$ cat src/rtl/mult_share_arbiter_pkg.sv
// Shared constants, response-entry type and round-robin helper for the
// four-port shared-multiplier arbiter.
package mult_arb_pkg;
    localparam int NREQ   = 4;
    localparam int ID_W   = 2;
    localparam int DATA_W = 8;
    localparam int PROD_W = 16;

    localparam int MUL_LAT_DEF    = 1;
    localparam int FIFO_DEPTH_DEF = 4;
    localparam int TRUNC_BITS_DEF = 4;

    typedef struct packed {
        logic [ID_W-1:0]   id;
        logic [PROD_W-1:0] m;
        logic              sign;
    } rsp_entry_t;

    localparam int RSP_W = $bits(rsp_entry_t);

    // Returns {found, index} of the first set bit at or after ptr, wrapping.
    function automatic logic [ID_W:0] rr_pick(input logic [NREQ-1:0] vld,
                                              input logic [ID_W-1:0] ptr);
        logic [ID_W-1:0] idx;
        logic [ID_W:0]   res;
        res = '0;
        for (int k = NREQ - 1; k >= 0; k--) begin
            idx = ptr + ID_W'(k);
            if (vld[idx]) res = {1'b1, idx};
        end
        return res;
    endfunction
endpackage

$ cat src/rtl/mult_share_arbiter_if.sv
// Request, multiplier and response signals of mult_share_arbiter.
// slave = the arbiter, master = its environment (requesters, multiplier, sink).
interface mult_share_arbiter_if;
    import mult_arb_pkg::*;

    logic [NREQ-1:0]        req_valid;
    logic [NREQ-1:0]        req_ready;
    logic [NREQ*DATA_W-1:0] req_a;
    logic [NREQ*DATA_W-1:0] req_b;
    logic [NREQ-1:0]        req_asign;
    logic [NREQ-1:0]        req_bsign;

    logic [DATA_W-1:0]      mul_a;
    logic [DATA_W-1:0]      mul_b;
    logic                   mul_asign;
    logic                   mul_bsign;
    logic [PROD_W-1:0]      mul_m;
    logic                   mul_sign;

    logic                   rsp_valid;
    logic                   rsp_ready;
    logic [ID_W-1:0]        rsp_id;
    logic [PROD_W-1:0]      rsp_m;
    logic                   rsp_sign;
    logic                   busy;

    modport slave (
        input  req_valid, req_a, req_b, req_asign, req_bsign,
        input  mul_m, mul_sign, rsp_ready,
        output req_ready, mul_a, mul_b, mul_asign, mul_bsign,
        output rsp_valid, rsp_id, rsp_m, rsp_sign, busy
    );

    modport master (
        output req_valid, req_a, req_b, req_asign, req_bsign,
        output mul_m, mul_sign, rsp_ready,
        input  req_ready, mul_a, mul_b, mul_asign, mul_bsign,
        input  rsp_valid, rsp_id, rsp_m, rsp_sign, busy
    );
endinterface

$ cat src/rtl/mult_share_arbiter_rsp_fifo.sv
// Synchronous response FIFO; power-of-two depth, simultaneous push/pop legal
// even when full.
module rsp_fifo #(
    parameter int DEPTH = 4,
    parameter int WIDTH = 19
) (
    input  logic                   clk,
    input  logic                   rst_n,
    input  logic                   i_push,
    input  logic [WIDTH-1:0]       i_din,
    input  logic                   i_pop,
    output logic [WIDTH-1:0]       o_dout,
    output logic                   o_full,
    output logic                   o_empty,
    output logic [$clog2(DEPTH):0] o_count
);
    localparam int AW = $clog2(DEPTH);

    logic [WIDTH-1:0] r_mem [DEPTH];
    logic [AW-1:0]    r_wr_ptr;
    logic [AW-1:0]    r_rd_ptr;
    logic [AW:0]      r_count;
    logic             w_push;
    logic             w_pop;

    assign o_empty = (r_count == '0);
    assign o_full  = (r_count == (AW+1)'(DEPTH));
    assign o_count = r_count;
    assign o_dout  = r_mem[r_rd_ptr];

    assign w_pop  = i_pop && !o_empty;
    assign w_push = i_push && (!o_full || w_pop);

    always_ff @(posedge clk or negedge rst_n) begin
        if (!rst_n) begin
            r_wr_ptr <= '0;
            r_rd_ptr <= '0;
            r_count  <= '0;
        end else begin
            if (w_push) r_wr_ptr <= r_wr_ptr + AW'(1);
            if (w_pop)  r_rd_ptr <= r_rd_ptr + AW'(1);
            case ({w_push, w_pop})
                2'b10:   r_count <= r_count + (AW+1)'(1);
                2'b01:   r_count <= r_count - (AW+1)'(1);
                default: r_count <= r_count;
            endcase
        end
    end

    always_ff @(posedge clk) begin
        if (w_push) r_mem[r_wr_ptr] <= i_din;
    end
endmodule

$ cat src/rtl/mult_share_arbiter.sv
// Round-robin arbiter sharing one sign-magnitude multiplier among four ports,
// with credit-limited issue and an in-order response FIFO. Optional macro:
// APPROX_TRUNC_EN zeroes the TRUNC_BITS product LSBs on FIFO push.
module mult_share_arbiter
    import mult_arb_pkg::*;
#(
    parameter int MUL_LAT    = MUL_LAT_DEF,
    parameter int FIFO_DEPTH = FIFO_DEPTH_DEF,
    parameter int TRUNC_BITS = TRUNC_BITS_DEF
) (
    input logic                 clk,
    input logic                 rst_n,
    mult_share_arbiter_if.slave bus
);
    localparam int CNT_W = $clog2(FIFO_DEPTH) + 1;

    if (MUL_LAT < 1 || MUL_LAT > 4 || FIFO_DEPTH < 2 || FIFO_DEPTH > 16 ||
        (FIFO_DEPTH & (FIFO_DEPTH - 1)) != 0 || TRUNC_BITS < 0 || TRUNC_BITS > PROD_W)
    begin : g_bad_params
        $error("mult_share_arbiter: parameter out of range");
    end

    logic [ID_W-1:0]   r_rr_ptr;
    logic [DATA_W-1:0] r_mul_a;
    logic [DATA_W-1:0] r_mul_b;
    logic              r_mul_asign;
    logic              r_mul_bsign;
    logic [MUL_LAT-1:0] r_tag_vld;
    logic [ID_W-1:0]   r_tag_id [MUL_LAT];

    logic [ID_W:0]     w_pick;
    logic [ID_W-1:0]   w_gnt;
    logic              w_found;
    logic [CNT_W-1:0]  w_fifo_count;
    logic [5:0]        w_outstanding;
    logic              w_credit;
    logic              w_xfer;
    logic              w_push;
    logic              w_pop;
    logic              w_full;
    logic              w_empty;
    logic [PROD_W-1:0] w_push_m;
    rsp_entry_t        w_push_entry;
    rsp_entry_t        w_head;

    // Credit uses registered counts only, so a pop frees a slot one cycle later.
    always_comb begin
        w_outstanding = 6'(w_fifo_count);
        for (int i = 0; i < MUL_LAT; i++) begin
            w_outstanding = w_outstanding + 6'(r_tag_vld[i]);
        end
    end

    assign w_credit = (w_outstanding < 6'(FIFO_DEPTH));
    assign w_pick   = rr_pick(bus.req_valid, r_rr_ptr);
    assign w_found  = w_pick[ID_W];
    assign w_gnt    = w_pick[ID_W-1:0];
    assign w_xfer   = rst_n && w_credit && w_found;

    assign bus.req_ready = w_xfer ? (NREQ'(1) << w_gnt) : '0;
    assign bus.busy      = (w_outstanding != '0);
    assign bus.mul_a     = r_mul_a;
    assign bus.mul_b     = r_mul_b;
    assign bus.mul_asign = r_mul_asign;
    assign bus.mul_bsign = r_mul_bsign;

    always_ff @(posedge clk or negedge rst_n) begin
        if (!rst_n) begin
            r_rr_ptr    <= '0;
            r_mul_a     <= '0;
            r_mul_b     <= '0;
            r_mul_asign <= 1'b0;
            r_mul_bsign <= 1'b0;
            r_tag_vld   <= '0;
        end else begin
            if (w_xfer) begin
                r_rr_ptr    <= w_gnt + ID_W'(1);
                r_mul_a     <= bus.req_a[{w_gnt, 3'b000} +: DATA_W];
                r_mul_b     <= bus.req_b[{w_gnt, 3'b000} +: DATA_W];
                r_mul_asign <= bus.req_asign[w_gnt];
                r_mul_bsign <= bus.req_bsign[w_gnt];
            end
            r_tag_vld[0] <= w_xfer;
            for (int i = 1; i < MUL_LAT; i++) r_tag_vld[i] <= r_tag_vld[i-1];
        end
    end

    // Tag ids ride alongside the valids; their value is ignored when invalid.
    always_ff @(posedge clk) begin
        r_tag_id[0] <= w_gnt;
        for (int i = 1; i < MUL_LAT; i++) r_tag_id[i] <= r_tag_id[i-1];
    end

`ifdef APPROX_TRUNC_EN
    assign w_push_m = bus.mul_m & ({PROD_W{1'b1}} << TRUNC_BITS);
`else
    assign w_push_m = bus.mul_m;
`endif

    assign w_push       = r_tag_vld[MUL_LAT-1];
    assign w_pop        = bus.rsp_ready && !w_empty;
    assign w_push_entry = '{id: r_tag_id[MUL_LAT-1], m: w_push_m, sign: bus.mul_sign};

    rsp_fifo #(
        .DEPTH (FIFO_DEPTH),
        .WIDTH (RSP_W)
    ) u_rsp_fifo (
        .clk     (clk),
        .rst_n   (rst_n),
        .i_push  (w_push),
        .i_din   (w_push_entry),
        .i_pop   (w_pop),
        .o_dout  (w_head),
        .o_full  (w_full),
        .o_empty (w_empty),
        .o_count (w_fifo_count)
    );

    assign bus.rsp_valid = !w_empty;
    assign bus.rsp_id    = w_empty ? '0 : w_head.id;
    assign bus.rsp_m     = w_empty ? '0 : w_head.m;
    assign bus.rsp_sign  = w_empty ? 1'b0 : w_head.sign;

    always_ff @(posedge clk) begin
        if (rst_n) assert (!(w_push && w_full && !w_pop));
    end
endmodule

$ cat src/flat_wrapper.sv
// flat-port wrapper written by rule: the top's interface ports become plain ports
module mult_share_arbiter_flat import mult_arb_pkg::*;
#(
    parameter int MUL_LAT    = MUL_LAT_DEF,
    parameter int FIFO_DEPTH = FIFO_DEPTH_DEF,
    parameter int TRUNC_BITS = TRUNC_BITS_DEF
)
  (clk, rst_n, bus_req_valid, bus_req_a, bus_req_b, bus_req_asign, bus_req_bsign, bus_mul_m, bus_mul_sign, bus_rsp_ready, bus_req_ready, bus_mul_a, bus_mul_b, bus_mul_asign, bus_mul_bsign, bus_rsp_valid, bus_rsp_id, bus_rsp_m, bus_rsp_sign, bus_busy);
  mult_share_arbiter_if bus_i ();
  input logic clk;
  input logic rst_n;
  input wire logic [$bits(bus_i.req_valid)-1:0] bus_req_valid;
  input wire logic [$bits(bus_i.req_a)-1:0] bus_req_a;
  input wire logic [$bits(bus_i.req_b)-1:0] bus_req_b;
  input wire logic [$bits(bus_i.req_asign)-1:0] bus_req_asign;
  input wire logic [$bits(bus_i.req_bsign)-1:0] bus_req_bsign;
  input wire logic [$bits(bus_i.mul_m)-1:0] bus_mul_m;
  input wire logic [$bits(bus_i.mul_sign)-1:0] bus_mul_sign;
  input wire logic [$bits(bus_i.rsp_ready)-1:0] bus_rsp_ready;
  output wire logic [$bits(bus_i.req_ready)-1:0] bus_req_ready;
  output wire logic [$bits(bus_i.mul_a)-1:0] bus_mul_a;
  output wire logic [$bits(bus_i.mul_b)-1:0] bus_mul_b;
  output wire logic [$bits(bus_i.mul_asign)-1:0] bus_mul_asign;
  output wire logic [$bits(bus_i.mul_bsign)-1:0] bus_mul_bsign;
  output wire logic [$bits(bus_i.rsp_valid)-1:0] bus_rsp_valid;
  output wire logic [$bits(bus_i.rsp_id)-1:0] bus_rsp_id;
  output wire logic [$bits(bus_i.rsp_m)-1:0] bus_rsp_m;
  output wire logic [$bits(bus_i.rsp_sign)-1:0] bus_rsp_sign;
  output wire logic [$bits(bus_i.busy)-1:0] bus_busy;
  assign bus_i.req_valid = bus_req_valid;
  assign bus_i.req_a = bus_req_a;
  assign bus_i.req_b = bus_req_b;
  assign bus_i.req_asign = bus_req_asign;
  assign bus_i.req_bsign = bus_req_bsign;
  assign bus_i.mul_m = bus_mul_m;
  assign bus_i.mul_sign = bus_mul_sign;
  assign bus_i.rsp_ready = bus_rsp_ready;
  assign bus_req_ready = bus_i.req_ready;
  assign bus_mul_a = bus_i.mul_a;
  assign bus_mul_b = bus_i.mul_b;
  assign bus_mul_asign = bus_i.mul_asign;
  assign bus_mul_bsign = bus_i.mul_bsign;
  assign bus_rsp_valid = bus_i.rsp_valid;
  assign bus_rsp_id = bus_i.rsp_id;
  assign bus_rsp_m = bus_i.rsp_m;
  assign bus_rsp_sign = bus_i.rsp_sign;
  assign bus_busy = bus_i.busy;
  mult_share_arbiter #(.MUL_LAT(MUL_LAT), .FIFO_DEPTH(FIFO_DEPTH), .TRUNC_BITS(TRUNC_BITS)) u_core (.clk(clk), .rst_n(rst_n), .bus(bus_i));
endmodule
$ cat config.mk
export PLATFORM = sky130hd
export DESIGN_NAME = mult_share_arbiter_flat
export DESIGN_NICKNAME = d
export VERILOG_FILES = /design/src/rtl/mult_share_arbiter_pkg.sv /design/src/rtl/mult_share_arbiter_if.sv /design/src/rtl/mult_share_arbiter_rsp_fifo.sv /design/src/rtl/mult_share_arbiter.sv /design/src/flat_wrapper.sv
export SDC_FILE = /design/constraint.sdc
export NUM_CORES = 1
export LEC_CHECK = 0
export BUFFER_PORTS_ARGS = -buffer_cell sky130_fd_sc_hd__buf_4
export CAP_MARGIN = 15
export CELL_PAD_IN_SITES_DETAIL_PLACEMENT = 1
export CELL_PAD_IN_SITES_GLOBAL_PLACEMENT = 1
export CORE_ASPECT_RATIO = 1.5
export CORE_UTILIZATION = 42
export CTS_CLUSTER_DIAMETER = 80
export CTS_CLUSTER_SIZE = 40
export DETAILED_ROUTE_END_ITERATION = 6
export PLACE_DENSITY = 0.77
export SYNTH_ARGS = -nofsm -noshare
export SYNTH_HDL_FRONTEND = slang
export SYNTH_SLANG_ARGS = --single-unit
$ cat constraint.sdc
create_clock -name clk -period 2.6 [get_ports clk]
set_input_delay 0.52 -clock clk [delete_from_list [all_inputs] [get_ports clk]]
set_output_delay 0.52 -clock clk [all_outputs]
set_load 0.05 [all_outputs]
Yosys cells after proc, flatten, opt, wreduce, memory -nomap -nowiden
Memories as Yosys holds them, arrays and structs flattened.
Index checks and enable logic that the tools add are counted.
{"block": "totals", "register_bits": 28, "ramBits": 78, "memories": 2, "inputBits": 96, "wordCells": 66}
{"block": "classes", "n_addsub": 9, "reduce_logical": 11, "muxes": 23, "eq_ne": 3, "n_shift": 3, "n_lt_le_gt_ge": 6}
{"memory": "u_core.u_rsp_fifo.r_mem", "depth": 4, "width": 19, "read_ports": 1, "rd_clocked_by_memory_dff": 0, "write_ports": 1, "line_no": "mult_share_arbiter_rsp_fifo.sv:19", "source": "logic [WIDTH-1:0] r_mem [DEPTH];"}
{"memory": "u_core.r_tag_id", "depth": 1, "width": 2, "read_ports": 1, "rd_clocked_by_memory_dff": 0, "write_ports": 1, "line_no": "mult_share_arbiter.sv:29", "source": "logic [ID_W-1:0] r_tag_id [MUL_LAT];"}
{"cell": "variable part select 32 x 6 -> 8 bit", "count": 2}
{"cell": "two-way mux 16 bit", "count": 1}
{"cell": "< comparator 2 x 3 -> 1 bit, second input constant", "count": 5}
{"cell": "binary-select mux 1 bit (select 2 bit)", "count": 6}
{"cell": "two-way mux 3 bit", "count": 4}
{"cell": "two-way mux 1 bit", "count": 9}
{"cell": "adder 2 x 1 -> 2 bit, second input constant", "count": 4}
{"cell": "< comparator 6 x 3 -> 1 bit, second input constant", "count": 1}
{"cell": "one-hot mux 3 bit (2 select lines)", "count": 1}
{"cell": "nonzero test 6 bit", "count": 1}
{"cell": "logical AND 1 bit", "count": 5}
{"cell": "adder 2 bit, second input constant", "count": 2}
{"cell": "adder 3 x 1 -> 4 bit", "count": 1}
{"cell": "two-way mux 4 bit", "count": 1}
{"cell": "left shift 1 x 2 -> 4 bit, first input constant", "count": 1}
{"cell": "adder 3 x 1 -> 3 bit, second input constant", "count": 1}
{"cell": "== test 3 bit, second input constant", "count": 1}
{"cell": "zero test 3 bit", "count": 1}
{"cell": "subtractor 3 x 1 -> 3 bit, second input constant", "count": 1}
{"cell": "== test 2 x 1 -> 1 bit, second input constant", "count": 1}
{"cell": "== test 2 bit, second input constant", "count": 1}
{"cell": "zero test 1 bit", "count": 2}
{"cell": "two-way mux 2 bit", "count": 1}
{"cell": "nonzero test 2 bit", "count": 1}
{"cell": "logical OR 1 bit", "count": 1}

Depth between registers and ports, before layout
Gate-level depths: netlist (run 1).
{"block": "logic_depth", "depth_word": 9, "depth_mapped": 10, "ltp_nobuf": 8}

Modules after synthesis
A second synthesis (run 1) with hierarchy kept.
{"block": "hier_totals", "cells_unflattened": 298, "area_unflattened_um2": 4855.9}
{"mod": "rsp_fifo", "seq_area_each_um2": 2457.4, "instances": 1, "area_each_um2": 3165.5, "cells_per_inst": 137}
{"mod": "mult_share_arbiter", "seq_area_each_um2": 565.5, "instances": 1, "area_each_um2": 1690.4, "cells_per_inst": 161}

Worst setup path before layout (run 1)
Ideal clock, no wire load.
{"block": "synth_path", "kind": "register to output", "startpoint": "reg u_core.u_rsp_fifo.r_count[0] (netlist: u_core.u_rsp_fifo.o_count[0])", "endpoint": "out bus_req_ready[0]", "path_buffers": 2, "path_slack_ps": -447, "required_ps": 2080, "path_stages_with_launch": 9, "t_arrival_ps": 2527, "path_cell_list": "dfrtp_1 -> ha_1 -> ha_1 -> nor2_1 -> a21oi_1 -> or2_1 -> buf_2 -> buf_2 -> nor3_1"}
{"block": "synth_between", "elab_chain_len": 5}
{"item": "from (decl)", "line_no": "mult_share_arbiter_rsp_fifo.sv:22", "source": "logic [AW:0] r_count;"}
{"item": "from (signal assigned)", "line_no": "mult_share_arbiter_rsp_fifo.sv:43", "source": "2'b10: r_count <= r_count + (AW+1)'(1);"}
{"item": "from (signal assigned)", "line_no": "mult_share_arbiter_rsp_fifo.sv:44", "source": "2'b01: r_count <= r_count - (AW+1)'(1);"}
{"item": "from (signal assigned)", "line_no": "mult_share_arbiter_rsp_fifo.sv:45", "source": "default: r_count <= r_count;"}
{"item": "adder 3 x 1 -> 4 bit", "line_no": "mult_share_arbiter.sv:50", "source": "w_outstanding = w_outstanding + 6'(r_tag_vld[i]);"}
{"item": "< comparator 6 x 3 -> 1 bit", "line_no": "mult_share_arbiter.sv:54", "source": "assign w_credit = (w_outstanding < 6'(FIFO_DEPTH));"}
{"item": "logical AND 1 bit (2 in series)", "line_no": "mult_share_arbiter.sv:58", "source": "assign w_xfer = rst_n && w_credit && w_found;"}
{"item": "two-way mux 4 bit", "line_no": "mult_share_arbiter.sv:60", "source": "assign bus.req_ready = w_xfer ? (NREQ'(1) << w_gnt) : '0;"}
{"item": "to (decl)", "line_no": "flat_wrapper.sv:20", "source": "output wire logic [$bits(bus_i.req_ready)-1:0] bus_req_ready;"}
Every way passes these cells.

Worst setup path in the final report (run 1)
{"block": "layout_path", "startpoint": "reg u_core.u_rsp_fifo.r_count[0] (netlist: u_core.u_rsp_fifo.o_count[0])", "endpoint": "out bus_req_ready[3]"}
Same word-level chain as after synthesis.

==> results of run 1 <==
worst paths after layout:
kind | slack (ns) | to | startpoint
setup / recovery | 0.09 | bus_req_ready[3] | u_core.u_rsp_fifo.o_count[0]
hold / removal | 0.20 | u_core.bus.mul_b[1] | rst_n
setup reg to reg | 0.35 | u_core.bus.mul_a[0] | u_core.u_rsp_fifo.o_count[0]
hold reg to reg | 0.47 | u_core.u_rsp_fifo.r_mem[0][18] | u_core.r_tag_id[0][1]
max in group asynchronous | 2.08 | u_core.r_rr_ptr[1] | rst_n
min in group clk | 0.37 | u_core.u_rsp_fifo.r_mem[1][4] | bus_mul_m[3]
layer usage:
layer	GRT usage	up-vias
met5	0	-
met1	0.244	1744
met2	0.400	114
met3	0.0578	8
met4	0.0573	0
li1	-	1643
where the power goes:
part / internal, mW / total, mW / leakage [nW] / switching, mW
Clock: 0.775 / 1.44 / 0.156 / 0.662
Combinational: 1.69 / 4.64 / 1.43 / 2.95
Sequential: 2.27 / 2.52 / 1.02 / 0.248
stage by stage:
stage                     utilization  hold WS, ns  cells  power [mW]  setup WS, ns
after floorplan                     -        0.224    353        5.75       -0.0273
after global placement          0.542        0.459    628        6.98         0.324
after detailed placement        0.542        0.468    628        7.10         0.261
after CTS                       0.574        0.201    646        8.63       0.00611
after global routing            0.580        0.217    649        9.02      -0.00304
final                           0.580        0.197    649        8.59        0.0885
final cells by class:
type                       count  area, µm²  share of cell area
sequential                   106       3030               0.448
inverter                      10       41.3             0.00611
clock inverter                 7       92.6              0.0137
clock buffer                   9        225              0.0333
tap                          150        188              0.0278
timing repair buffer         156       1240               0.183
multi-input combinational    211       1950               0.288
layout by cell type, fill, tap and decap left out, types with 2 or more instances in the layout:
cell type,instances
a211oi_1,26
a211oi_2,10
a21boi_0,18
a21oi_1,7
a221oi_2,18
and2_1,24
and3_1,2
buf_12,2
buf_4,149
buf_6,4
clkbuf_16,9
dfrtp_1,25
dfrtp_2,3
dfxtp_1,2
edfxtp_1,76
ha_1,5
inv_1,7
inv_6,3
mux4_2,19
nand2_1,23
nand3_1,3
nor2_1,22
nor3_4,4
o21a_1,2
o21ai_0,5
xnor2_1,4
xor2_1,2
state kept, by name (all words and copies together), names as in the netlist:
signal	flops
u_core.bus.mul_asign	1
u_core.r_tag_id	2
u_core.bus.mul_a	8
u_core.r_rr_ptr	2
u_core.r_tag_vld	1
u_core.bus.mul_bsign	1
u_core.u_rsp_fifo.r_rd_ptr	2
u_core.u_rsp_fifo.o_count	3
u_core.u_rsp_fifo.r_mem	76
u_core.u_rsp_fifo.r_wr_ptr	2
u_core.bus.mul_b	8
critical path, stage by stage (launching register included):
cell and delay, ns:
dfrtp_2 0.40, ha_2 0.19, ha_1 0.19, nor2_1 0.09, a21oi_1 0.06, or2_4 0.28
buf_12 0.15, nor3_4 0.12, buf_6 0.18
what timing repair did:
action,4_1_cts,5_1_grt
endpoints found under the setup margin,4,11
resized for setup,5,10
endpoints found under the hold margin,0,0
buffers inserted,1,3
pin swaps,0,0
cloned,1,0
cells by family (layout without fill, tap and decap cells):
logic type / Yosys count / in the layout
XOR/XNOR: 6 / 6
adder cells (fa/ha/maj): 7 / 7
buffers and inverters: 36 / 182
flip-flops: 106 / 106
multiplexers: 20 / 20
AO/OA/AOI/OAI: 93 / 93
AND/OR/NAND/NOR: 85 / 85
==> results_dict.tcl, run 1 <==
set metrics [dict create \
    tightest_slew_ns 1.01 \
    htreeDepth 3 \
    wl_met1_um 4880 \
    row_count 48 \
    worstPathRequired_ns 2.08 \
    critical_path_class "flop to output pin" \
    num-fill-cells 1201 \
    cts_tree "done" \
    async_flop_share 0.264 \
    max_cap_viol_count 0 \
    synth_compound_area_frac 0.172 \
    drt_pre_antenna_iters 4 \
    via_count 3509 \
    slew_viol_final 0 \
    status "finished clean" \
    final_area_um2 6760 \
    die_w_um 91.8 \
    wirelength_um 12800 \
    muxShareOfSynthArea 0.0862 \
    yosys.area_share.xor_xnor 0.0103 \
    endpoint_kind "output pin" \
    die_area_um2 12600 \
    dp_hpwl_um 8910 \
    route.detailed.drc 0 \
    overflow 0 \
    yosys.area_share.simple 0.0822 \
    period_needed_ns 2.51 \
    numClockSinks 106 \
    place_area_um2 6320 \
    synth_common_cells "76 x edfxtp_1, 28 x dfrtp_1, 26 x a211oi_1, 24 x and2_1, 23 x nand2_1" \
    syn_inst 353 \
    vias_per_cell 5.41 \
    gp_routability_congestion 0.734 \
    grt_usage 0.216 \
    synthTopCellsByArea "edfxtp_1 45%, dfrtp_1 14%, mux4_2 8.4%" \
    portBuffers 138 \
    topRoutingLayerUsed "met4" \
    setup_violations 0 \
    power.leakage_nw 2.61 \
    antenna_found_initial 0 \
    yosysTopAreaCell "edfxtp_1" \
    grt_max_degree 38 \
    hp-class "input port to asynchronous set/reset pin" \
    r2r_cells 10 \
    synth.most_common_cell "edfxtp_1" \
    ys_types 45 \
    start_kind "flop" \
    synth_top_family_by_area "compound AO/OA/AOI/OAI gates" \
    core_um2 11700 \
    synth.avg_cell_area_um2 14.4 \
    hold_buffers 0 \
    synth_edf_count 76 \
    dr.first_iter.drc_count 145 \
    maxSlewHeadroom 0.324 \
    grt_pass1_wl_um 20300 \
    arrival_ns 1.99 \
    cts.clk_slew.worst_paths_ns 0.07 \
    ys_ff_latch 106 \
    clock_latency_ns 0.35 \
    cp_max_fo 9 \
    start_util 0.436 \
    clock.fmax_mhz 398 \
    diodes 0 \
    cts_buffers 9 \
    fp.dieH_um 137 \
    synth_area_um2 5080 \
    finalCritPeriodShare 0.966 \
    synth_top_area_share 0.449 \
    wl_met2_um 7010 \
    area_growth_pct 32.9 \
    synth-seq-area-share 0.595 \
    dr_wl_met3_um 752 \
    drive_gt1_frac 0.471 \
    ir_worst_vdd_mv 0.599 \
    skew_ns 0.00989 \
    synth_ff_type "edfxtp_1" \
    cts-root-buf "clkbuf_16" \
    hold_viol 0 \
    io_pins 139 \
    clk_path_buf_depth 2 \
    yosys_warnings 0 \
    syn_nets 456 \
    ant_nets 0 \
    wl_per_cell_um 19.7 \
    fin_setup_tns_ns 0 \
    grt_pass1_vias 3917 \
    powerDensity_nw_per_um2 1270 \
    synthAdderAreaFrac 0.0187 \
    nNetsFinal 597 \
]
Note: power is estimated with default switching activity, not from simulation.
==> inputs of run 2 (changes only) <==
--- a/config.mk
+++ b/config.mk
@@ -10,6 +10,7 @@
 export CELL_PAD_IN_SITES_DETAIL_PLACEMENT = 1
 export CELL_PAD_IN_SITES_GLOBAL_PLACEMENT = 1
 export CORE_ASPECT_RATIO = 1.5
+export CORE_MARGIN = 2
 export CORE_UTILIZATION = 42
 export CTS_CLUSTER_DIAMETER = 80
 export CTS_CLUSTER_SIZE = 40
==> run 2 against run 1 <==
- final cell count increased by 0.31%
- design area is 0.26% lower
- hold slack worse by 0.0092 ns
- clock skew is essentially flat
- global-route usage shrank 0.64 points
- maximum frequency about the same
- utilization shrank 1.3 points
- via count up 1.1%
- count of clock-buffer cells in the layout did not move
- critical path depth fell by 1
- critical endpoint unchanged
- largest power group unchanged
==> results_dict.tcl, run 2 (synthesized netlist as in run 1, its figures left out) <==
set metrics [dict create \
    status "finished clean" \
    dp.cells 631 \
    grt_pass1_vias 4121 \
    final_cells 651 \
    dp_hpwl_um 9070 \
    seq_area_um2 3020 \
    row_count 49 \
    use_met2 0.380 \
    via_count 3546 \
    fp.dieH_um 139 \
    clock_latency_ns 0.35 \
    ir_worst_vdd_mv 0.751 \
    worstPathRequired_ns 2.08 \
    antenna_found_initial 0 \
    largest_reg_flops 76 \
    setup_violations 0 \
    nNetsFinal 596 \
    drt_pre_antenna_iters 4 \
    die_area_um2 13000 \
    die_w_um 93.8 \
    top_register "u_core.u_rsp_fifo.r_mem" \
    wirelength_um 12900 \
    endpoint_kind "output pin" \
    area_growth_pct 32.6 \
    numClockSinks 106 \
    worstPathCellList "ha_2, ha_1, nor2_1, a21oi_2, or2_4, nor3_4, buf_6" \
    hold_buffers 0 \
    gp_routability_congestion 0.768 \
    holdWs_ns 0.188 \
    portBuffers 138 \
    route.detailed.drc 0 \
    use_met1 0.238 \
    power.leakage_nw 2.61 \
    power_mw 8.57 \
    final_cell_mix "148 x buf_4, 76 x edfxtp_1, 27 x dfrtp_1" \
    final_util 0.567 \
    clk_path_buf_depth 2 \
    cts.clk_slew.worst_paths_ns 0.08 \
    htreeDepth 3 \
    gr-usage-met3 0.0511 \
    slew_viol_final 0 \
    powerDensity_nw_per_um2 1270 \
    hold_viol 0 \
    tightest_slew_ns 1.01 \
    vias_per_cell 5.45 \
    pre_cts_ws_ns 0.225 \
    rsz0062_at_grt "no" \
    arrival_ns 1.99 \
    max_cap_viol_count 0 \
    critical_path_class "flop to output pin" \
    critPathMaxStageDelay_ns 0.42 \
    multi_input_area_um2 1940 \
    grt_usage 0.209 \
    start_util 0.427 \
    grt_pass1_wl_um 21000 \
    skew_ns 0.00993 \
    finalCritPeriodShare 0.966 \
    wl_per_cell_um 19.8 \
    cts-root-buf "clkbuf_16" \
    cp_max_fo 8 \
    grt_max_degree 38 \
    cts_buffers 9 \
    start_kind "flop" \
    dr.first_iter.drc_count 109 \
    core_um2 11900 \
    num-fill-cells 1208 \
    mostFrequentLayoutCell "buf_4" \
    clock.fmax_mhz 398 \
    hp-class "input port to asynchronous set/reset pin" \
    critPathSlowestCell "dfrtp_2" \
    setup_slack_ns 0.0878 \
    ant_nets 0 \
    maxSlewHeadroom 0.329 \
    cts_tree "done" \
    diodes 0 \
    busiest_layer "met2" \
    period_needed_ns 2.51 \
    overflow 0 \
    io_pins 139 \
    drive_gt1_frac 0.466 \
]
-- run 2: cell types whose count changed in the layout (fill, tap and decap cells not counted), sizes merged --
| cell | previous run | this run |
|---|---|---|
| buf | 155 | 154 |
| clkinv | 3 | 5 |
| inv | 13 | 11 |
-- run 2: metrics by stage --
step	cell area (µm²)	setup TNS, ns
global route	6740	0
floorplan	5100	-0.109
detailed placement	6330	0
CTS	6730	0
global placement	6330	0
finish	6740	0
-- run 2: power breakdown --
part           leakage [nW]  internal (mW)  total [mW]  switching, mW
registers              1.03           2.27        2.51          0.239
clock network         0.155          0.767        1.40          0.634
logic                  1.43           1.69        4.66           2.97
total                  2.61           4.73        8.57           3.84
-- run 2: what timing repair did --
item | CTS | global route
cloned | 1 | 0
endpoints found under the setup margin | 4 | 4
setup buffers | 2 | 2
resized for setup | 9 | 3
pin swaps | 1 | 3
-- run 2: critical path: cells and delay by family, from the launching register on --
family          cells  cell delay, ns
simple gates        3            0.62
flops               1            0.42
fa+ha+maj           2            0.37
buf+inv             1            0.18
compound gates      1            0.05
-- run 2: worst paths after layout --
check	slack, ns	depth (start not counted)	endpoint	from
setup / recovery	0.09	7	bus_req_ready[3]	u_core.u_rsp_fifo.o_count[0]
hold / removal	0.19	2	u_core.bus.mul_b[3]	rst_n
setup reg to reg	0.35	9	u_core.bus.mul_b[3]	u_core.u_rsp_fifo.o_count[0]
hold reg to reg	0.48	0	u_core.u_rsp_fifo.r_mem[0][18]	u_core.r_tag_id[0][1]
max in group asynchronous	2.10	2	u_core.u_rsp_fifo.o_count[0]	rst_n
min in group clk	0.38	1	u_core.u_rsp_fifo.r_mem[3][16]	bus_mul_m[15]
-- run 2: area by class of cell --
class	count	area share
clock buffers	9	0.0334
clock inverters	7	0.0132
inverters	10	0.00613
multi-input cells	211	0.288
flip-flops and latches	106	0.449
well taps	153	0.0284
repair buffers	155	0.182
-- run 2: layer usage --
metal	part of all wire	wire [µm]
met5	0	0
met3	0.066	851
met1	0.38	4870
met2	0.54	7000
met4	0.014	175
==> inputs of run 3 (changes only) <==
==> constraint.sdc (replaced) <==
create_clock -name clk -period 2.8 [get_ports clk]
set_input_delay 0.56 -clock clk [delete_from_list [all_inputs] [get_ports clk]]
set_output_delay 0.56 -clock clk [all_outputs]
set_load 0.05 [all_outputs]
==> run 3 against run 2 <==
- clock power decreased by 14%
- clock skew down 0.0027 ns
- critical path depth stayed put
- die area unchanged
- worst setup slack better by 0.024 ns
- register-to-register slack better by 0.10 ns
- combinational power decreased by 10%
- via count is 0.71% higher
- largest cell class unchanged
==> results_dict.tcl, run 3 (synthesized netlist as in run 1, its figures left out) <==
set metrics [dict create \
    max_cap_viol_count 0 \
    grt_pass1_vias 4003 \
    dr.first_iter.drc_count 140 \
    core_um2 11900 \
    cts.clk_slew.worst_paths_ns 0.07 \
    crit_family "simple AND/OR/NAND/NOR gates" \
    htreeDepth 3 \
    hold_viol 0 \
    final_cells 647 \
    nNetsFinal 592 \
    cts_tree "done" \
    dr_wl_met3_um 722 \
    top_register "u_core.u_rsp_fifo.r_mem" \
    gp_routability_congestion 0.780 \
    grt_max_degree 38 \
    numClockSinks 106 \
    place_area_um2 6270 \
    dp_hpwl_um 9480 \
    rsz0062_at_grt "no" \
    mostFrequentLayoutCell "buf_4" \
    grt_pass1_wl_um 20900 \
    cts-root-buf "clkbuf_16" \
    ant_nets 0 \
    clock.fmax_mhz 372 \
    drt_pre_antenna_iters 4 \
    overflow 0 \
    cp_common_cell "ha_1" \
    skew_ns 0.00719 \
    via_count 3571 \
    final_util 0.552 \
    ir_worst_vdd_mv 0.669 \
    portBuffers 138 \
    cts_buffers 9 \
    wl_per_cell_um 20.3 \
    dp.cells 631 \
    cts_setup_buffers 0 \
    wirelength_um 13100 \
    die_area_um2 13000 \
    worstPathRequired_ns 2.24 \
    final_cell_mix "151 x buf_4, 76 x edfxtp_1, 26 x a211oi_1, 26 x dfrtp_1, 24 x and2_1" \
    start_util 0.427 \
    crit_buf_inv 1 \
    diodes 0 \
    power_mw 7.73 \
    critPathSlowestCell "dfrtp_2" \
    largest_reg_flops 76 \
    powerDensity_nw_per_um2 1180 \
    fin_setup_tns_ns 0 \
    slew_viol_final 0 \
    clk_path_buf_depth 2 \
    worstPathCellList "ha_1, ha_1, nor2_1, a21oi_1, or2_4, nor3_1, buf_4" \
    finalCritPeriodShare 0.960 \
    io_pins 139 \
    fp.dieH_um 139 \
    hp-class "input port to asynchronous set/reset pin" \
    row_count 49 \
    critPathMaxStageDelay_ns 0.47 \
    power.leakage_nw 2.54 \
    critical_path_class "flop to output pin" \
    topRoutingLayerUsed "met4" \
    antenna_found_initial 0 \
    grt_usage 0.211 \
    vias_per_cell 5.52 \
    status "finished clean" \
    area_growth_pct 29.2 \
    wl_met2_um 6970 \
    tightest_slew_ns 1.03 \
    num-fill-cells 1222 \
    drive_gt1_frac 0.449 \
    clock_latency_ns 0.34 \
    maxSlewHeadroom 0.312 \
    die_w_um 93.8 \
    start_kind "flop" \
    endpoint_kind "output pin" \
    route.detailed.drc 0 \
    period_needed_ns 2.69 \
    final_area_um2 6570 \
    arrival_ns 2.13 \
    setup_violations 0 \
    cp_max_fo 10 \
    wl_met1_um 5090 \
]
-- run 3: changes by cell type in the layout (fill, tap and decap cells not counted), sizes merged --
cell,change
inv,+1
bufinv,-1
clkinv,-1
clkbuf,+1
bufbuf,-1
buf,-3
-- run 3: worst paths after layout --
check	slack, ns	startpoint	depth (start not counted)	endpoint
setup / recovery	0.11	u_core.r_tag_vld	7	bus_req_ready[3]
hold / removal	0.26	rst_n	2	u_core.bus.mul_b[3]
setup reg to reg	0.45	u_core.r_tag_vld	9	u_core.bus.mul_b[3]
hold reg to reg	0.47	u_core.u_rsp_fifo.r_rd_ptr[1]	1	u_core.u_rsp_fifo.r_rd_ptr[1]
max in group asynchronous	2.23	rst_n	2	u_core.u_rsp_fifo.o_count[0]
min in group clk	0.41	bus_mul_m[13]	1	u_core.u_rsp_fifo.r_mem[0][14]
-- run 3: layout make-up --
| class | count | area (µm²) | share of cell area |
|---|---|---|---|
| Multi-Input combinational cell | 211 | 1890 | 0.288 |
| Tap cell | 153 | 191 | 0.0292 |
| Sequential cell | 106 | 3030 | 0.461 |
| Clock inverter | 6 | 57.6 | 0.00877 |
| Inverter | 10 | 41.3 | 0.00629 |
| Clock buffer | 10 | 229 | 0.0349 |
| Timing Repair Buffer | 151 | 1130 | 0.173 |
-- run 3: per-layer routing --
layer | up-vias | track usage
li1 | 1635 | -
met1 | 1793 | 0.240
met2 | 121 | 0.379
met3 | 22 | 0.0500
met4 | 0 | 0.0763
met5 | - | 0
-- run 3: per-stage QoR --
stage / setup slack, ns / hold WS [ns]
5_1_grt: 0.0202 / 0.262
3_5_place_dp: 0.306 / 0.468
4_1_cts: 0.0123 / 0.249
3_3_place_gp: 0.400 / 0.447
6_report: 0.112 / 0.255
2_1_floorplan: -0.287 / 0.264
-- run 3: power by group --
| part | internal (mW) | leakage [nW] | total, mW | switching [mW] |
|---|---|---|---|---|
| sequential | 2.11 | 1.03 | 2.34 | 0.231 |
| clock | 0.624 | 0.141 | 1.21 | 0.584 |
| combinational | 1.47 | 1.37 | 4.18 | 2.71 |
-- run 3: worst register-to-register path, cell delays in order (launching register included) --
cell and delay (ns):
dfrtp_2 0.47, ha_1 0.23, ha_1 0.20, nor2_1 0.10
a21oi_1 0.06, or2_4 0.29, buf_4 0.21, inv_4 0.37
nor2_1 0.12, a221oi_2 0.20
-- run 3: timing repair --
action                     4_1_cts  5_1_grt
resized for setup                1        2
setup endpoints to repair        2        4
hold buffers                     0        0
